File: src/rtl/ov7670_cfg_seq.sv
// ov7670_cfg_seq: walks a {reg,value} init table and feeds SCCB write bytes to a byte-level I2C engine.
// Optional macro OV7670_CFG_DELAY_CMD_EN turns reg 8'hFF entries into value-millisecond waits.
module ov7670_cfg_seq #(
  parameter int         TABLE_LEN     = 87,
  parameter int         ADDR_W        = 7,
  parameter logic [7:0] DEV_ADDR      = 8'h42,
  parameter int         POWERUP_TICKS = 6000000,
  parameter int         GAP_TICKS     = 500,
  parameter int         MAX_RETRY     = 3
)(
  input  logic              clk,
  input  logic              reset,
  input  logic              start,
  output logic [ADDR_W-1:0] rom_addr,
  input  logic [15:0]       rom_data,
  output logic              byte_valid,
  output logic [7:0]        byte_data,
  output logic              byte_first,
  output logic              byte_last,
  input  logic              byte_ready,
  input  logic              byte_done,
  input  logic              byte_nack,
  output logic              busy,
  output logic              done,
  output logic              error,
  output logic [ADDR_W-1:0] err_addr
);
  typedef enum logic [3:0] {IDLE, POWERUP, FETCH, SEND_ID, SEND_REG, SEND_VAL, GAP, DELAY, DONE, ERROR} state_t;
  localparam logic [ADDR_W-1:0] LAST      = ADDR_W'(TABLE_LEN - 1);
  localparam logic [31:0]       PU_LOAD   = 32'(POWERUP_TICKS - 1);
  localparam logic [31:0]       GAP_LOAD  = 32'(GAP_TICKS - 1);
  localparam logic [7:0]        RETRY_MAX = 8'(MAX_RETRY);
  state_t            r_state, w_state;
  logic [31:0]       r_cnt, w_cnt;
  logic [ADDR_W-1:0] r_addr, w_addr, r_err, w_err;
  logic [7:0]        r_retry, w_retry, r_reg, w_reg, r_val, w_val;
  logic              r_wait, w_wait, r_last, w_last, w_adv, w_send;
  assign w_send     = r_state inside {SEND_ID, SEND_REG, SEND_VAL};
  assign byte_valid = w_send && !r_wait;
  assign byte_first = byte_valid && r_state == SEND_ID;
  assign byte_last  = byte_valid && r_state == SEND_VAL;
  assign byte_data  = r_state == SEND_ID ? DEV_ADDR : r_state == SEND_REG ? r_reg : r_state == SEND_VAL ? r_val : 8'h00;
  assign busy       = !(r_state inside {IDLE, DONE, ERROR});
  assign done       = r_state == DONE;
  assign error      = r_state == ERROR;
  assign rom_addr   = r_addr;
  assign err_addr   = r_err;
  always_comb begin
    w_state = r_state;
    w_cnt   = r_cnt;
    w_addr  = r_addr;
    w_retry = r_retry;
    w_wait  = r_wait;
    w_last  = r_last;
    w_reg   = r_reg;
    w_val   = r_val;
    w_err   = r_err;
    w_adv   = 1'b0;
    case (r_state)
      IDLE, DONE, ERROR: if (start) begin
        w_state = POWERUP;
        w_cnt   = PU_LOAD;
        w_addr  = '0;
        w_retry = '0;
        w_last  = 1'b0;
      end
      POWERUP: if (r_cnt == '0) w_state = FETCH; else w_cnt = r_cnt - 32'd1;
      GAP:     if (r_cnt == '0) w_state = r_last ? DONE : FETCH; else w_cnt = r_cnt - 32'd1;
      DELAY:   if (r_cnt == '0) w_adv = 1'b1; else w_cnt = r_cnt - 32'd1;
      FETCH: begin
        w_reg   = rom_data[15:8];
        w_val   = rom_data[7:0];
        w_state = SEND_ID;
`ifdef OV7670_CFG_DELAY_CMD_EN
        if (rom_data[15:8] == 8'hFF) begin
          w_state = DELAY;
          w_cnt   = 32'(rom_data[7:0]) * 32'd50000 - 32'd1;
          w_adv   = rom_data[7:0] == 8'h00;
        end
`endif
      end
      SEND_ID, SEND_REG, SEND_VAL: begin
        if (!r_wait) w_wait = byte_ready;
        else if (byte_done) begin
          w_wait = 1'b0;
          if (byte_nack && r_retry < RETRY_MAX) begin
            w_retry = r_retry + 8'd1;
            w_cnt   = GAP_LOAD;
            w_state = GAP;
          end else if (byte_nack) begin
            w_err   = r_addr;
            w_state = ERROR;
          end else if (r_state == SEND_VAL) w_adv = 1'b1;
          else w_state = r_state == SEND_ID ? SEND_REG : SEND_VAL;
        end
      end
      default: w_state = IDLE;
    endcase
    // Entry complete: the final entry parks rom_addr and flags the next GAP to finish.
    if (w_adv) begin
      w_state = GAP;
      w_cnt   = GAP_LOAD;
      w_retry = '0;
      w_last  = r_addr == LAST;
      w_addr  = r_addr == LAST ? r_addr : r_addr + ADDR_W'(1);
    end
  end
  always_ff @(posedge clk) begin
    if (reset) begin
      r_state <= IDLE;
      r_cnt   <= '0;
      r_addr  <= '0;
      r_err   <= '0;
      r_retry <= '0;
      r_reg   <= '0;
      r_val   <= '0;
      r_wait  <= 1'b0;
      r_last  <= 1'b0;
    end else begin
      r_state <= w_state;
      r_cnt   <= w_cnt;
      r_addr  <= w_addr;
      r_err   <= w_err;
      r_retry <= w_retry;
      r_reg   <= w_reg;
      r_val   <= w_val;
      r_wait  <= w_wait;
      r_last  <= w_last;
    end
  end
endmodule

File: config.mk
export PLATFORM = sky130hd
export DESIGN_NAME = ov7670_cfg_seq
export DESIGN_NICKNAME = d
export VERILOG_FILES = /design/src/rtl/ov7670_cfg_seq.sv
export SDC_FILE = /design/constraint.sdc
export NUM_CORES = 1
export LEC_CHECK = 0
export CELL_PAD_IN_SITES_DETAIL_PLACEMENT = 1
export CELL_PAD_IN_SITES_GLOBAL_PLACEMENT = 1
export CORE_MARGIN = 2
export CORE_UTILIZATION = 42
export CTS_CLUSTER_DIAMETER = 80
export DETAILED_ROUTE_END_ITERATION = 12
export PLACE_DENSITY_LB_ADDON = 0.3
export SLEW_MARGIN = 20
export SYNTH_ARGS = -nofsm -noshare
export SYNTH_HDL_FRONTEND = slang
export SYNTH_SLANG_ARGS = --single-unit
File: constraint.sdc
create_clock -name clk -period 2.5 [get_ports clk]
set_clock_uncertainty 0.1 [all_clocks]
set_input_delay 0.75 -clock clk [delete_from_list [all_inputs] [get_ports clk]]
set_output_delay 0.75 -clock clk [all_outputs]
set_load 0.05 [all_outputs]
==> impl_metrics.tcl <==
set metrics [dict create \
    ys_async_sr_fraction_pct 0 \
    areaGrowthSynthToFinish_pct 39.39 \
    grt-ovfl-total 0 \
    initial_core_util_pct 42.74 \
    routed_wl_microns 15260 \
    synthCells 513 \
    regMostFlops "r_cnt" \
    synth_xor_area_share_pct 4.021 \
    hold_path_depth 2 \
    ys_ff_latch 76 \
    grtUsageTotal_pct 27.40 \
    synthesis.area_sq_mm 0.004139 \
    dr.pass1.iters 4 \
    synth.avg_cell_area_sq_um 8.068 \
    status "finished, final reports clean" \
    cp_max_fo 3 \
    min_to "r_reg[4]$_SDFFE_PP0P_" \
    wire_per_inst_microns 20.05 \
    slew_headroom_pct 58.20 \
    drt_iter0_markers 155 \
    synthMuxAreaShare_pct 5.230 \
    die_h_microns 103.3 \
    synth_seq_area_share_pct 36.76 \
    die_area_sq_mm 0.01066 \
    n_antenna_cell 0 \
    yosysWarningCount 0 \
    nets 649 \
    ios 50 \
    hold_violations 0 \
    peakVddDrop_mv 0.5951 \
    synth_compound_gate_area_share_pct 16.84 \
    drc 0 \
    pwr_density_cell_mw_per_mm2 991.2 \
    drive_gt1_share_pct 25.64 \
    hp-start "r_reg[4]$_SDFFE_PP0P_" \
    fmax_mhz 401.3 \
    rows 36 \
    htree_levels 3 \
    reg2reg_to "r_cnt[20]$_SDFFE_PP0P_" \
    drtAntennaViolNets 0 \
    cts_sinks 76 \
    whs_ns 0.3608 \
    tritoncts "done" \
    critPathKind "input pin to register" \
    clk_latency_ns 0.37 \
    core_area_sq_mm 0.009684 \
    grt_max_degree 28 \
    min_period_ns 2.492 \
    critical_path_arrival_ns 2.70 \
    worst_setup_path_end_kind "register" \
    slew_violations 0 \
    num_vias 4428 \
    tightest_slew_ns 0.6212 \
    io_buffers 49 \
    cts_root_buf "clkbuf_8" \
    synthAdderAreaFrac_pct 1.209 \
    r2r_start "r_cnt[0]$_SDFFE_PP0P_" \
    finalCritPeriodShare_pct 99.69 \
    vias_per_cell 5.819 \
    n_fill_cell 1122 \
    synthSimpleGateAreaFrac_pct 31.74 \
    maxCapViolCount 0 \
    ys.flop_type "dfxtp_1" \
    setup_viol 0 \
    fp.dieW_microns 103.3 \
    yosys.cell_types.count 72 \
    post-route-util_pct 59.57 \
    grt_pass1_vias 4591 \
    clkSlewWorstSetupHoldPaths_ns 0.09 \
    dpl.hpwl_microns 9747 \
    grt_pass1_wl_microns 22680 \
    synth_edf_count 0 \
    critPathRequiredTime_ns 2.71 \
    hold_path.class "register to register" \
    r2r_slack_ns 0.09 \
    antenna_found_initial 0 \
    synth_top_family_by_area "simple AND/OR/NAND/NOR gates" \
    synthesis.nets 539 \
    cts_buffer_depth 2 \
    numCtsBuffers 9 \
    gp_congestion 0.8370 \
    largest_reg_flops 32 \
    r2r_cells 9 \
    cp-start-kind "input pin" \
    leakagePower_nw 2.218 \
]
==> logic make-up after synthesis <==
group	Yosys count
mux	21
simple gates	254
compound gates	102
fa+ha+maj	4
buf+inv	37
flops	76
xor+xnor	19
==> worst max-delay path by stage <==
stage / endpoint / start / depth (start not counted)
detailed placement: r_cnt[1]$_SDFFE_PP0P_ / start / 8
global route: r_cnt[26]$_SDFFE_PP0P_ / r_retry[2]$_SDFFE_PP0P_ / 6
finish: rom_addr[6]$_SDFFE_PP0P_ / byte_nack / 5
global placement: r_cnt[19]$_SDFFE_PP0P_ / start / 8
CTS: byte_valid / r_state[2]$_SDFFE_PP0P_ / 5
floorplan: done / r_state[3]$_SDFFE_PP0P_ / 4
==> layout by cell type, fill, tap and decap left out, types with 12 or more instances in the layout <==
cell type and count:
nor2_1 68, nand3_1 13, mux2i_1 16, nor3_1 23
buf_12 17, a21oi_1 37, inv_1 12, clkdlybuf4s50_1 30
xor2_1 13, dfxtp_1 72, nand2_1 62, buf_4 73
==> cell type report <==
class                   count  area (sq um)  area share, %
multi-input cells         400          2576          44.65
flip-flops and latches     76          1531          26.55
repair buffers            124          1234          21.38
well taps                 133         166.4          2.884
clock buffers              10         127.6          2.212
clock inverters             6         88.84          1.540
inverters                  12         45.04         0.7807
==> synthesized netlist by cell type, types with 2 or more instances <==
cell,instances,area (sq um)
clkbuf_1,13,48.80
or3_1,6,37.54
nand4b_1,6,52.55
o21a_1,2,15.01
mux2_1,2,22.52
and4b_1,4,40.04
a31oi_1,4,25.02
o21ai_0,11,55.05
and2_1,3,18.77
nand3b_1,3,22.52
ha_1,4,50.05
nand3_1,13,65.06
or4_1,2,15.01
nor4_4,2,42.54
a21oi_1,39,195.2
or2_2,3,18.77
buf_6,3,33.78
a311oi_1,2,17.52
buf_2,7,35.03
xnor2_1,6,52.55
nor2b_1,4,25.02
mux2i_1,16,160.2
a221oi_1,3,26.28
a211o_1,3,26.28
a32o_1,2,20.02
o31ai_1,2,15.01
nor3_1,25,125.1
nor2_1,77,289.0
dfxtp_1,76,1521
mux2_2,3,33.78
o22ai_1,2,12.51
a211oi_1,7,52.55
xor2_1,13,113.9
a21o_1,3,22.52
inv_1,12,45.04
and3_1,4,25.02
nand2b_1,8,50.05
a21boi_0,2,15.01
nor4_1,8,50.05
o211ai_1,4,30.03
nand2_1,64,240.2
nand4_1,9,56.30
and4_1,2,17.52
==> metal layers <==
metal	part of all wire (%)	vias up	global-route usage, %	routed length [microns]
met5	0	-	0	0
met4	4.1	0	10.32	629
met3	4.9	57	7.191	747
met2	50	159	48.45	7630
met1	41	2166	31.74	6247
li1	-	2046	-	-
==> where the power goes <==
group / leakage [nW] / switching, mW / total [mW] / internal, mW
clock network: 0.102 / 0.504 / 1.07 / 0.562
logic: 1.50 / 1.74 / 3.01 / 1.27
registers: 0.620 / 0.226 / 1.64 / 1.42
total: 2.22 / 2.47 / 5.72 / 3.25
==> what timing repair did <==
action | 4_1_cts | 5_1_grt
resized for setup | 24 | 15
hold endpoints to repair | 0 | 0
hold buffers | 0 | 0
pin swaps | 3 | 3
endpoints found under the setup margin | 26 | 33
setup buffers | 5 | 9
==> critical path, cell delays in order <==
cell and delay [ns]:
clkdlybuf4s50_1 0.47, or4_4 0.61, a211o_1 0.37, or3_1 0.34, a21oi_1 0.16
==> stage by stage <==
step	total power [mW]	cells	setup WS, ns	setup TNS, ns	instance area, sq um
5_1_grt	6.051	761	-0.04171	-0.2078	5769
4_1_cts	5.544	752	-0.0005537	-0.0005537	5637
3_3_place_gp	4.222	731	-0.3448	-12.32	5316
6_report	5.719	761	0.007818	0	5769
3_5_place_dp	4.352	731	-0.4625	-16.35	5316
2_1_floorplan	3.402	513	-0.08805	-0.08805	4183
No activity file was read; power rests on OpenSTA's default activity.
